<file path="src/rtl/axi_rd_id_remapper.sv">
// axi_rd_id_remapper
//   Compresses wide AXI read IDs onto a small set of slot IDs and restores the
//   original ID on the R channel. Each slot remembers the original ID and counts
//   its outstanding bursts. AR is stalled when no slot can take the request.
//
// Ports
//   i_clk, i_rst_n          clock, asynchronous active-low reset
//   axi_in_ar_*             upstream AR (wide ID)
//   axi_out_ar_*            downstream AR (slot ID, other fields copied)
//   axi_out_r_*             downstream R (slot ID)
//   axi_in_r_*              upstream R (original ID restored, other fields copied)
module axi_rd_id_remapper #(
    parameter int unsigned AXI_ADDR_WIDTH   = 32,
    parameter int unsigned AXI_DATA_WIDTH   = 64,
    parameter int unsigned AXI_ID_IN_WIDTH  = 7,
    parameter int unsigned AXI_ID_OUT_WIDTH = 4,
    parameter int unsigned AXI_USER_WIDTH   = 4,
    parameter int unsigned NBR_SLOT         = 4,
    parameter int unsigned MAX_TXN_PER_ID   = 4
) (
    input  logic                        i_clk,
    input  logic                        i_rst_n,
    // upstream AR
    input  logic                        axi_in_ar_valid_i,
    output logic                        axi_in_ar_ready_o,
    input  logic [AXI_ID_IN_WIDTH-1:0]  axi_in_ar_id_i,
    input  logic [AXI_ADDR_WIDTH-1:0]   axi_in_ar_addr_i,
    input  logic [2:0]                  axi_in_ar_prot_i,
    input  logic [3:0]                  axi_in_ar_region_i,
    input  logic [7:0]                  axi_in_ar_len_i,
    input  logic [2:0]                  axi_in_ar_size_i,
    input  logic [1:0]                  axi_in_ar_burst_i,
    input  logic                        axi_in_ar_lock_i,
    input  logic [3:0]                  axi_in_ar_cache_i,
    input  logic [3:0]                  axi_in_ar_qos_i,
    input  logic [AXI_USER_WIDTH-1:0]   axi_in_ar_user_i,
    // downstream AR
    output logic                        axi_out_ar_valid_o,
    input  logic                        axi_out_ar_ready_i,
    output logic [AXI_ID_OUT_WIDTH-1:0] axi_out_ar_id_o,
    output logic [AXI_ADDR_WIDTH-1:0]   axi_out_ar_addr_o,
    output logic [2:0]                  axi_out_ar_prot_o,
    output logic [3:0]                  axi_out_ar_region_o,
    output logic [7:0]                  axi_out_ar_len_o,
    output logic [2:0]                  axi_out_ar_size_o,
    output logic [1:0]                  axi_out_ar_burst_o,
    output logic                        axi_out_ar_lock_o,
    output logic [3:0]                  axi_out_ar_cache_o,
    output logic [3:0]                  axi_out_ar_qos_o,
    output logic [AXI_USER_WIDTH-1:0]   axi_out_ar_user_o,
    // downstream R
    input  logic                        axi_out_r_valid_i,
    output logic                        axi_out_r_ready_o,
    input  logic [AXI_ID_OUT_WIDTH-1:0] axi_out_r_id_i,
    input  logic [AXI_DATA_WIDTH-1:0]   axi_out_r_data_i,
    input  logic [1:0]                  axi_out_r_resp_i,
    input  logic                        axi_out_r_last_i,
    input  logic [AXI_USER_WIDTH-1:0]   axi_out_r_user_i,
    // upstream R
    output logic                        axi_in_r_valid_o,
    input  logic                        axi_in_r_ready_i,
    output logic [AXI_ID_IN_WIDTH-1:0]  axi_in_r_id_o,
    output logic [AXI_DATA_WIDTH-1:0]   axi_in_r_data_o,
    output logic [1:0]                  axi_in_r_resp_o,
    output logic                        axi_in_r_last_o,
    output logic [AXI_USER_WIDTH-1:0]   axi_in_r_user_o
);

    localparam int unsigned SlotW = (NBR_SLOT > 1) ? $clog2(NBR_SLOT) : 1;
    localparam int unsigned CntW  = $clog2(MAX_TXN_PER_ID + 1);

    logic                       used_q   [NBR_SLOT];
    logic                       used_d   [NBR_SLOT];
    logic [AXI_ID_IN_WIDTH-1:0] orig_id_q[NBR_SLOT];
    logic [AXI_ID_IN_WIDTH-1:0] orig_id_d[NBR_SLOT];
    logic [CntW-1:0]            cnt_q    [NBR_SLOT];
    logic [CntW-1:0]            cnt_d    [NBR_SLOT];

    logic                       hit, free_avail, can_accept, r_slot_ok;
    logic [SlotW-1:0]           hit_idx, free_idx, sel_idx;
    logic [CntW-1:0]            hit_cnt;
    logic [AXI_ID_IN_WIDTH-1:0] r_orig_id;
    logic                       ar_hs, r_last_hs;

    // Slot lookup, all decoded from registered table state only.
    always_comb begin
        hit        = 1'b0;
        hit_idx    = '0;
        hit_cnt    = '0;
        free_avail = 1'b0;
        free_idx   = '0;
        r_slot_ok  = 1'b0;
        r_orig_id  = '0;
        for (int unsigned i = 0; i < NBR_SLOT; i++) begin
            if (used_q[i] && (orig_id_q[i] == axi_in_ar_id_i)) begin
                hit     = 1'b1;
                hit_idx = SlotW'(i);
                hit_cnt = cnt_q[i];
            end
            if (used_q[i] && (axi_out_r_id_i == AXI_ID_OUT_WIDTH'(i))) begin
                r_slot_ok = 1'b1;
                r_orig_id = orig_id_q[i];
            end
        end
        // Descending scan so the lowest free index wins.
        for (int i = int'(NBR_SLOT) - 1; i >= 0; i--) begin
            if (!used_q[i]) begin
                free_avail = 1'b1;
                free_idx   = SlotW'(i);
            end
        end
    end

    assign can_accept = hit ? (hit_cnt < CntW'(MAX_TXN_PER_ID)) : free_avail;
    assign sel_idx    = hit ? hit_idx : free_idx;

    assign axi_out_ar_valid_o  = axi_in_ar_valid_i && can_accept;
    assign axi_in_ar_ready_o   = axi_out_ar_ready_i && can_accept;
    assign axi_out_ar_id_o     = AXI_ID_OUT_WIDTH'(sel_idx);
    assign axi_out_ar_addr_o   = axi_in_ar_addr_i;
    assign axi_out_ar_prot_o   = axi_in_ar_prot_i;
    assign axi_out_ar_region_o = axi_in_ar_region_i;
    assign axi_out_ar_len_o    = axi_in_ar_len_i;
    assign axi_out_ar_size_o   = axi_in_ar_size_i;
    assign axi_out_ar_burst_o  = axi_in_ar_burst_i;
    assign axi_out_ar_lock_o   = axi_in_ar_lock_i;
    assign axi_out_ar_cache_o  = axi_in_ar_cache_i;
    assign axi_out_ar_qos_o    = axi_in_ar_qos_i;
    assign axi_out_ar_user_o   = axi_in_ar_user_i;

    assign axi_out_r_ready_o = axi_in_r_ready_i;
    assign axi_in_r_valid_o  = axi_out_r_valid_i;
    // Beats on unknown or idle slots are forwarded with ID zero.
    assign axi_in_r_id_o     = r_slot_ok ? r_orig_id : '0;
    assign axi_in_r_data_o   = axi_out_r_data_i;
    assign axi_in_r_resp_o   = axi_out_r_resp_i;
    assign axi_in_r_last_o   = axi_out_r_last_i;
    assign axi_in_r_user_o   = axi_out_r_user_i;

    assign ar_hs     = axi_in_ar_valid_i && axi_out_ar_ready_i && can_accept;
    assign r_last_hs = axi_out_r_valid_i && axi_in_r_ready_i && axi_out_r_last_i && r_slot_ok;

    always_comb begin
        for (int unsigned i = 0; i < NBR_SLOT; i++) begin
            logic inc, dec;
            used_d[i]    = used_q[i];
            orig_id_d[i] = orig_id_q[i];
            cnt_d[i]     = cnt_q[i];
            inc = ar_hs && (sel_idx == SlotW'(i));
            dec = r_last_hs && (axi_out_r_id_i == AXI_ID_OUT_WIDTH'(i));
            if (inc && !used_q[i]) begin
                // dec cannot coincide here: it requires the slot to be in use.
                used_d[i]    = 1'b1;
                orig_id_d[i] = axi_in_ar_id_i;
                cnt_d[i]     = CntW'(1);
            end else if (inc && !dec) begin
                cnt_d[i] = cnt_q[i] + CntW'(1);
            end else if (dec && !inc) begin
                cnt_d[i] = cnt_q[i] - CntW'(1);
                if (cnt_q[i] == CntW'(1)) begin
                    used_d[i] = 1'b0;
                end
            end
        end
    end

    always_ff @(posedge i_clk or negedge i_rst_n) begin
        if (!i_rst_n) begin
            for (int unsigned i = 0; i < NBR_SLOT; i++) begin
                used_q[i]    <= 1'b0;
                orig_id_q[i] <= '0;
                cnt_q[i]     <= '0;
            end
        end else begin
            for (int unsigned i = 0; i < NBR_SLOT; i++) begin
                used_q[i]    <= used_d[i];
                orig_id_q[i] <= orig_id_d[i];
                cnt_q[i]     <= cnt_d[i];
            end
        end
    end

    // R beats must name a slot that is currently in use.
    r_slot_valid_a: assert property (@(posedge i_clk) disable iff (!i_rst_n)
        axi_out_r_valid_i |-> r_slot_ok);

endmodule

</file>
<file path="config.mk">
export PLATFORM = sky130hd
export DESIGN_NAME = axi_rd_id_remapper
export DESIGN_NICKNAME = d
export VERILOG_FILES = /design/src/rtl/axi_rd_id_remapper.sv
export SDC_FILE = /design/constraint.sdc
export NUM_CORES = 1
export LEC_CHECK = 0
export BUFFER_PORTS_ARGS = -buffer_cell sky130_fd_sc_hd__buf_4
export CAP_MARGIN = 20
export CELL_PAD_IN_SITES_DETAIL_PLACEMENT = 1
export CELL_PAD_IN_SITES_GLOBAL_PLACEMENT = 2
export CORE_UTILIZATION = 21
export DETAILED_ROUTE_END_ITERATION = 7
export PLACE_DENSITY = 0.89
export REMOVE_ABC_BUFFERS = 1
export SYNTH_ARGS = -nofsm -noshare
export SYNTH_HDL_FRONTEND = slang
export SYNTH_SLANG_ARGS = --single-unit
</file>
<file path="constraint.sdc">
create_clock -name i_clk -period 3.48 [get_ports i_clk]
set_input_delay 0.696 -clock i_clk [delete_from_list [all_inputs] [get_ports i_clk]]
set_output_delay 0.696 -clock i_clk [all_outputs]
set_load 0.02 [all_outputs]
</file>
==> metrics, run 1 <==
status complete, no violations; fillers 2136; First-pass DRT Iterations 4; # rows 49; clock sinks 44; DRT iter0 DRCs 158; Worst path max stage delay 540 ps; Mean Syn Cell Area 9.33 um^2; synthesized instance count 426; initial antenna violation count 0; TritonCTS clock tree built; GRT busiest layer met2; EDFF count, synth 0; ys flop type dfrtp_1; post-synthesis sequential area ratio 27.7%; cts bufs inserted 5; diode count 0; via count 2777; met3 Track Usage GR 41.6%; Peak VDD IR 0.261 mV; Worst-path clk slew 60 ps; most common cell in the synthesized netlist buf_4; first-pass GRT wire length 36.2 mm; P&R area growth vs syn -9.16%; clk_skew 6.75 ps; Antenna Violating Nets Remaining 0; Fin. Hold Viols 0; routed len/inst 54.1 um; Die X 140 um; Max Cap Violations 0; Crit path arrival time 2680 ps; GR Util met2 52.2%; IO Count 304; fmax 296 MHz; Core ar. 18300 um^2; Post-Route WL 29.6 mm; Worst-Margin Slew 609 ps; RSZ-0062 raised after global routing false; H-tree depth 2; Max FO, Critical Path 8; flops & latches, synth 44; initial core utilization 21.8%; flop-to-flop setup slack 570 ps; endpoints failing setup 0; GRT Util Overall 30.2%; I/O Buffers 31; DRC violation count after routing 0; worst hold-check path type input pin to async pin; ranking of synthesized cells by area dfrtp_1, buf_4, mux2_2; Die Height 140 um; Critical-path top delay cell or4_4; clock latency on the worst-skew pair 300 ps; layout cells sized above 1 26.2%; GR Util met1 14.8%; Clock Tree Root clkbuf_16; pin count of the biggest net entering global routing 45; Yosys warning total 0; Final HPWL DP 27.1 mm; Final Worst Setup Slack 100 ps; Die Area 19500 um^2; top post-synthesis cells by count buf_4, dfrtp_1, xnor2_1; pwr/cell area 632 nW/um^2; grt ovf 0; Crit Path Class input pin to output pin; crit path cell chain buf_4, xnor2_1, nand4_1, or4_4, nand2_1, a311oi_1, a2111o_1, and3_1, buf_4; Yosys top cell area share 27.7%; Tmin final 3380 ps; async set-reset flop share out of synthesis 100%; vias in the first global route 2740; Req. time, crit path 2780 ps; Setup TNS 0 ps; Max-slew headroom 59.4%; Leak 1.60 nW; Final Max Slew Viols 0; Yosys top cell by area dfrtp_1; crit share post-route 97.1%; most frequent CP cell buf_4; Placement Setup Slack 75.8 ps; Vias/cell 5.09; CP Launch Type input pin; area of the mapped netlist 3980 um^2; CP endpoint kind output pin; gpl congestion 1.25; CTS max path bufs 2; library cells used by synthesis 55; Final nets 481
## per-layer routing
metal | share of wire [%] | routed length (um) | vias to the layer above
met3 | 30 | 8810 | 52
li1 | - | - | 1071
met4 | 3.7 | 1100 | 8
met2 | 49 | 14500 | 359
met5 | 0.63 | 185 | -
met1 | 17 | 4960 | 1287
## timing repair
item                       CTS  global route
buffers inserted             0             0
gates resized for setup      0             2
setup endpoints to repair    0             2
hold buffers                 0             0
## cell type report
cell class	count	area [um^2]	area share, %
multi-input combinational	213	1710	47.3
sequential	44	1100	30.5
tap	229	287	7.93
timing repair buffer	38	285	7.90
clock buffer	6	139	3.85
inverter	14	52.6	1.46
clock inverter	2	38.8	1.07
## placed cells by master, fill, tap and decap left out, types with 7 or more instances in the layout
cell type,count
dfrtp_1,44
buf_4,38
xnor2_1,26
nand2_1,26
mux2_2,22
a22oi_1,14
inv_1,13
ha_1,12
xor2_1,9
and3_1,9
o21ai_0,9
mux2_1,7
## per-stage QoR
stage	std cells	hold WS (ps)	total power [W]	cell area [um^2]	util, %
2_1_floorplan	271	400	0.00140	2850	-
3_3_place_gp	538	515	0.00164	3420	18.7
3_5_place_dp	538	532	0.00171	3420	18.7
4_1_cts	546	439	0.00229	3600	19.7
5_1_grt	546	453	0.00243	3610	19.8
6_report	546	406	0.00228	3610	19.8
## worst max-delay path: cells and delay by family
family,cells,cell delay (ps)
buffers and inverters,2,300
AND/OR/NAND/NOR,4,1020
AO/OA/AOI/OAI,2,500
XOR/XNOR,1,160
## report_power, final
part	leakage [nW]	internal [W]	switching, W
clock network	0.0871	0.000360	0.000217
logic	0.976	0.000408	0.000464
registers	0.540	0.000660	0.000175
total	1.60	0.00143	0.000855
## flip-flops by register name, indices dropped and copies added, names as in the netlist
name,count
orig_id_q,28
used_q,4
cnt_q,12
## cells by family (layout without fill, tap and decap cells)
logic type	Yosys count	in the layout	synth area share, %
AO/OA/AOI/OAI	52	52	9.95
XOR/XNOR	36	36	7.93
adder cells (fa/ha/maj)	12	12	3.78
buffers and inverters	170	60	29.7
flip-flops	44	44	27.7
multiplexers	34	34	9.47
other	1	2	0.0943
AND/OR/NAND/NOR	77	77	11.4
## final timing paths
check / from / to / depth (start not counted)
worst max-delay path: axi_in_ar_id_i[5] / axi_in_ar_ready_o / 9
worst min-delay path: i_rst_n / cnt_q[10]$_DFFE_PN0P_ / 1
worst min register to register: orig_id_q[3]$_DFFE_PN0P_ / orig_id_q[3]$_DFFE_PN0P_ / 1
worst max register to register: used_q[1]$_DFFE_PN0P_ / orig_id_q[0]$_DFFE_PN0P_ / 7
min in group i_clk: orig_id_q[3]$_DFFE_PN0P_ / orig_id_q[3]$_DFFE_PN0P_ / 1
max in group asynchronous: i_rst_n / orig_id_q[26]$_DFFE_PN0P_ / 1
(Power assumes the default switching activity.)
==> run 2, diff against run 1 <==
--- a/config.mk
+++ b/config.mk
@@ -9,9 +9,10 @@
 export CAP_MARGIN = 20
 export CELL_PAD_IN_SITES_DETAIL_PLACEMENT = 1
 export CELL_PAD_IN_SITES_GLOBAL_PLACEMENT = 2
+export CORE_ASPECT_RATIO = 0.5
 export CORE_UTILIZATION = 21
 export DETAILED_ROUTE_END_ITERATION = 7
-export PLACE_DENSITY = 0.89
+export PLACE_DENSITY_LB_ADDON = 0.1
 export REMOVE_ABC_BUFFERS = 1
 export SYNTH_ARGS = -nofsm -noshare
 export SYNTH_HDL_FRONTEND = slang
==> metrics, run 2 (synthesis results as in run 1) <==
GRT Util Overall 32.2%; RSZ-0062 raised after global routing false; vias in the first global route 2929; gpl congestion 0.901; Setup TNS 0 ps; worst hold-check path type input pin to async pin; # rows 35; flop-to-flop setup slack 620 ps; Crit Path Class input pin to output pin; Fin. Hold Viols 0; power consumption 0.00237 W; clk_skew 7.53 ps; P&R area growth vs syn -5.00%; first-pass GRT wire length 38.2 mm; Die Area 19500 um^2; Die Height 99.3 um; Leak 1.67 nW; TritonCTS clock tree built; H-tree depth 2; Critical-path top delay cell a311oi_2; endpoints failing setup 0; commonest non-fill, non-tap cells in the layout buf_4, dfrtp_1, xnor2_1, nand2_1, mux2_2; diode count 0; CTS max path bufs 2; pwr/cell area 627 nW/um^2; R2R cell count 8; grt ovf 0; Top reg by flops orig_id_q; fmax 303 MHz; Post-Route WL 31.4 mm; most frequent CP cell buf_4; crit path cell chain buf_4, xnor2_1, nand4_1, buf_4, o311a_1, a311oi_2, inv_1, buf_4; Resize count post-CTS 0; Final HPWL DP 26.1 mm; hold_buf cts 0; FF-to-FF End orig_id_q[12]$_DFFE_PN0P_; clock latency on the worst-skew pair 310 ps; Die X 197 um; First-pass DRT Iterations 5; Max-slew headroom 53.2%; Max FO, Critical Path 8; max reg flops 28; CP endpoint kind output pin; Tmin final 3300 ps; Vias/cell 5.19; Crit path max-delay family compound AO/OA/AOI/OAI gates; Worst-path clk slew 70 ps; Clock Tree Root clkbuf_16; Antenna Violating Nets Remaining 0; Max Cap Violations 0; initial core utilization 21.5%; via count 3058; clock sinks 44; Critical path origin axi_in_ar_id_i[5]; initial antenna violation count 0; IO Count 304; Final nets 494; I/O Buffers 31; crit path to axi_out_ar_id_o[1]; most common cell after layout, fill and taps aside buf_4; Req. time, crit path 2780 ps; Regs by FF count orig_id_q (28), cnt_q (12), used_q (4); Worst-Margin Slew 702 ps; DRC violation count after routing 0; DRT iter0 DRCs 301; CP Launch Type input pin; WP buf/inv 4; routed len/inst 53.3 um; cts bufs inserted 5; layout cells sized above 1 28.8%; register area 1100 um^2; Peak VDD IR 0.188 mV; crit share post-route 94.8%; Core ar. 18500 um^2; pin count of the biggest net entering global routing 45; post-CTS setup buffers 0; multi-input combinational cell area 1700 um^2; Critical Path Stages 8; status complete, no violations; Final Max Slew Viols 0; worst r2r src orig_id_q[9]$_DFFE_PN0P_; fillers 2130; Worst path max stage delay 590 ps; Crit path arrival time 2600 ps
-- run 2: cell count changes in the layout (fill, tap and decap cells not counted), sizes merged --
cell | before | now
buf | 38 | 51
-- run 2: how the worst min path moves through the flow --
stage,to,slack (ps),depth (start not counted)
after floorplan,cnt_q[0]$_DFFE_PN0P_,400,0
after global placement,orig_id_q[4]$_DFFE_PN0P_,520,1
after detailed placement,orig_id_q[6]$_DFFE_PN0P_,530,1
after CTS,cnt_q[6]$_DFFE_PN0P_,450,1
after global routing,cnt_q[10]$_DFFE_PN0P_,440,1
final,cnt_q[10]$_DFFE_PN0P_,400,1
-- run 2: metal layers --
layer	part of all wire, %	GRT usage [%]	vias to the layer above
met1	34	31.1	1498
met2	31	34.5	381
met4	3.3	10.6	14
li1	-	-	1100
met5	1.8	24.7	-
met3	30	44.4	65
-- run 2: worst reg2reg max path: stages (launching register included) --
cell	delay, ps
dfrtp_1	410
xnor2_1	190
nand4_1	250
nor2_2	420
a311oi_2	180
or4_1	670
nor2_4	150
buf_12	140
mux2_2	340
-- run 2: through the flow --
stage / area [um^2] / instances / hold WS (ps) / util [%] / worst slack, ps
detailed placement: 3590 / 581 / 533 / 19.5 / 51.1
global route: 3780 / 589 / 443 / 20.4 / 54.2
CTS: 3770 / 589 / 452 / 20.4 / 45.3
finish: 3780 / 589 / 395 / 20.4 / 182
global placement: 3590 / 581 / 519 / 19.5 / 87.0
floorplan: 2850 / 271 / 400 / - / 552
-- run 2: power breakdown --
| part | switching, W | leakage, nW | internal, W | total (W) |
|---|---|---|---|---|
| registers | 0.000173 | 0.540 | 0.000659 | 0.000832 |
| logic | 0.000501 | 1.04 | 0.000424 | 0.000926 |
| clock network | 0.000248 | 0.0871 | 0.000361 | 0.000609 |
| total | 0.000923 | 1.67 | 0.00144 | 0.00237 |
-- run 2: final cells by class --
type / count / area share, %
clock buffers: 6 / 3.68
clock inverters: 2 / 1.03
inverters: 14 / 1.39
multi-input cells: 213 / 45.0
flip-flops and latches: 44 / 29.2
well taps: 259 / 8.58
repair buffers: 51 / 11.1
==> run 3, diff against run 2 <==
--- a/config.mk
+++ b/config.mk
@@ -13,6 +13,7 @@
 export CORE_UTILIZATION = 21
 export DETAILED_ROUTE_END_ITERATION = 7
 export PLACE_DENSITY_LB_ADDON = 0.1
+export RECOVER_POWER = 50
 export REMOVE_ABC_BUFFERS = 1
 export SYNTH_ARGS = -nofsm -noshare
 export SYNTH_HDL_FRONTEND = slang
==> metrics, run 3 (synthesis results as in run 1) <==
status complete, but fails checks; failing checks capacitance limit, slew limit; Post-DP Area 3590 um^2; clock power share 25.7%; Logic pwr share 39.1%; sequential share of power 35.2%; TritonCTS clock tree built; pin count of the biggest net entering global routing 45; layout cells sized above 1 28.5%; Core ar. 18500 um^2; FF-to-FF End orig_id_q[12]$_DFFE_PN0P_; pwr/cell area 627 nW/um^2; Final nets 494; Die Height 99.3 um; Final Cell Area 3770 um^2; Sw Share 39.0%; Crit path arrival time 2600 ps; P&R area growth vs syn -5.10%; clock sinks 44; fillers 2130; Setup TNS 0 ps; register area 1100 um^2; grt ovf 0; Req. time, crit path 2780 ps; Regs by FF count orig_id_q (28), cnt_q (12), used_q (4); first-pass GRT wire length 38.2 mm; Worst-Margin Slew 2860 ps; Worst path max stage delay 590 ps; initial antenna violation count 0; Worst-path clk slew 70 ps; routed len/inst 53.2 um; Fin. Hold Viols 0; Max Cap Violations 1; # rows 35; WP buf/inv 4; commonest non-fill, non-tap cells in the layout buf_4, dfrtp_1, xnor2_1, nand2_1, mux2_2; RSZ-0062 raised after global routing false; DRC violation count after routing 0; R2R cell count 8; most frequent CP cell buf_4; Critical-path top delay cell a311oi_2; via count 3058; First-pass DRT Iterations 5; flop-to-flop setup slack 620 ps; endpoints failing setup 0; Post-Route WL 31.4 mm; IO Count 304; Vias/cell 5.19; initial core utilization 21.5%; Final HPWL DP 26.1 mm; vias in the first global route 2929; crit path cell chain buf_4, xnor2_1, nand4_1, buf_4, o311a_1, a311oi_2, inv_1, buf_4; Max FO, Critical Path 8; CP Launch Type input pin; Crit Path Class input pin to output pin; hold_buf cts 0; crit share post-route 94.8%; sw power 0.000923 W; Tmin final 3300 ps; I/O Buffers 31; Antenna Violating Nets Remaining 0; post-route insts no fill 589; Clock Tree Root clkbuf_16; GRT Util Overall 32.2%; diode count 0; most common cell after layout, fill and taps aside buf_4; max reg flops 28; clk_skew 7.53 ps; Crit path max-delay family compound AO/OA/AOI/OAI gates; CTS max path bufs 2; Int Power 0.00144 W; worst hold-check path type flip-flop to flip-flop; Hold Path Cell Cnt 1; Top reg by flops orig_id_q; hold_sp orig_id_q[4]$_DFFE_PN0P_; Leak 1.67 nW; Max-slew headroom -90.5%; Cells after DPL 581; H-tree depth 2; fmax 303 MHz; worst r2r src orig_id_q[9]$_DFFE_PN0P_; Peak VDD IR 0.188 mV; CP endpoint kind output pin; Hold Path Sink orig_id_q[4]$_DFFE_PN0P_; cts bufs inserted 5; final core area utilization 20.4%; Die Area 19500 um^2; DRT iter0 DRCs 301; multi-input combinational cell area 1700 um^2; Final Max Slew Viols 45; clock latency on the worst-skew pair 310 ps; gpl congestion 0.901; Die X 197 um
run 3: cell types whose count changed in the layout (fill, tap and decap cells not counted):
cell      change
clkbuf_1      +1
buf_4         -1
run 3: power by group through the flow:
stage | clock network, W | logic (W) | registers, W
floorplan | 0 | 0.000613 | 0.000789
global placement | 0 | 0.000901 | 0.000827
detailed placement | 0 | 0.000917 | 0.000835
CTS | 0.000619 | 0.000925 | 0.000826
global route | 0.000636 | 0.00101 | 0.000854
finish | 0.000609 | 0.000925 | 0.000832
run 3: worst max-delay path by stage:
stage,startpoint,end,slack (ps),cells past startpoint
2_1_floorplan,axi_in_ar_id_i[1],axi_in_ar_ready_o,550,7
3_3_place_gp,axi_in_ar_id_i[0],axi_out_ar_valid_o,90,9
3_5_place_dp,axi_in_ar_id_i[0],axi_out_ar_valid_o,50,9
4_1_cts,axi_in_ar_id_i[0],axi_out_ar_valid_o,50,9
5_1_grt,axi_in_ar_id_i[5],axi_in_ar_ready_o,50,9
6_report,axi_in_ar_id_i[5],axi_out_ar_id_o[1],180,8
run 3: metrics by stage:
step                hold WS (ps)  power, W  setup slack [ps]
CTS                          452   0.00237              45.3
floorplan                    400   0.00140               552
detailed placement           533   0.00175              51.1
global route                 581   0.00250              54.2
global placement             519   0.00173              87.0
finish                       548   0.00237               182
run 3: routing by layer:
metal / wire length (um) / global-route usage, % / vias to the layer above
met5: 559 / 24.7 / -
met4: 1030 / 10.6 / 14
met3: 9380 / 44.4 / 65
met2: 9690 / 34.5 / 381
met1: 10700 / 31.1 / 1498
li1: - / - / 1100
run 3: area by class of cell:
cell class,count,share of cell area [%]
sequential,44,29.2
clock buffer,6,3.68
inverter,14,1.39
tap,259,8.59
timing repair buffer,51,11.0
multi-input combinational,213,45.1
clock inverter,2,1.03
run 3: timing repair:
item / 4_1_cts / 5_1_grt
setup endpoints to repair: 0 / 2
setup buffers: 0 / 0
resized for setup: 0 / 1
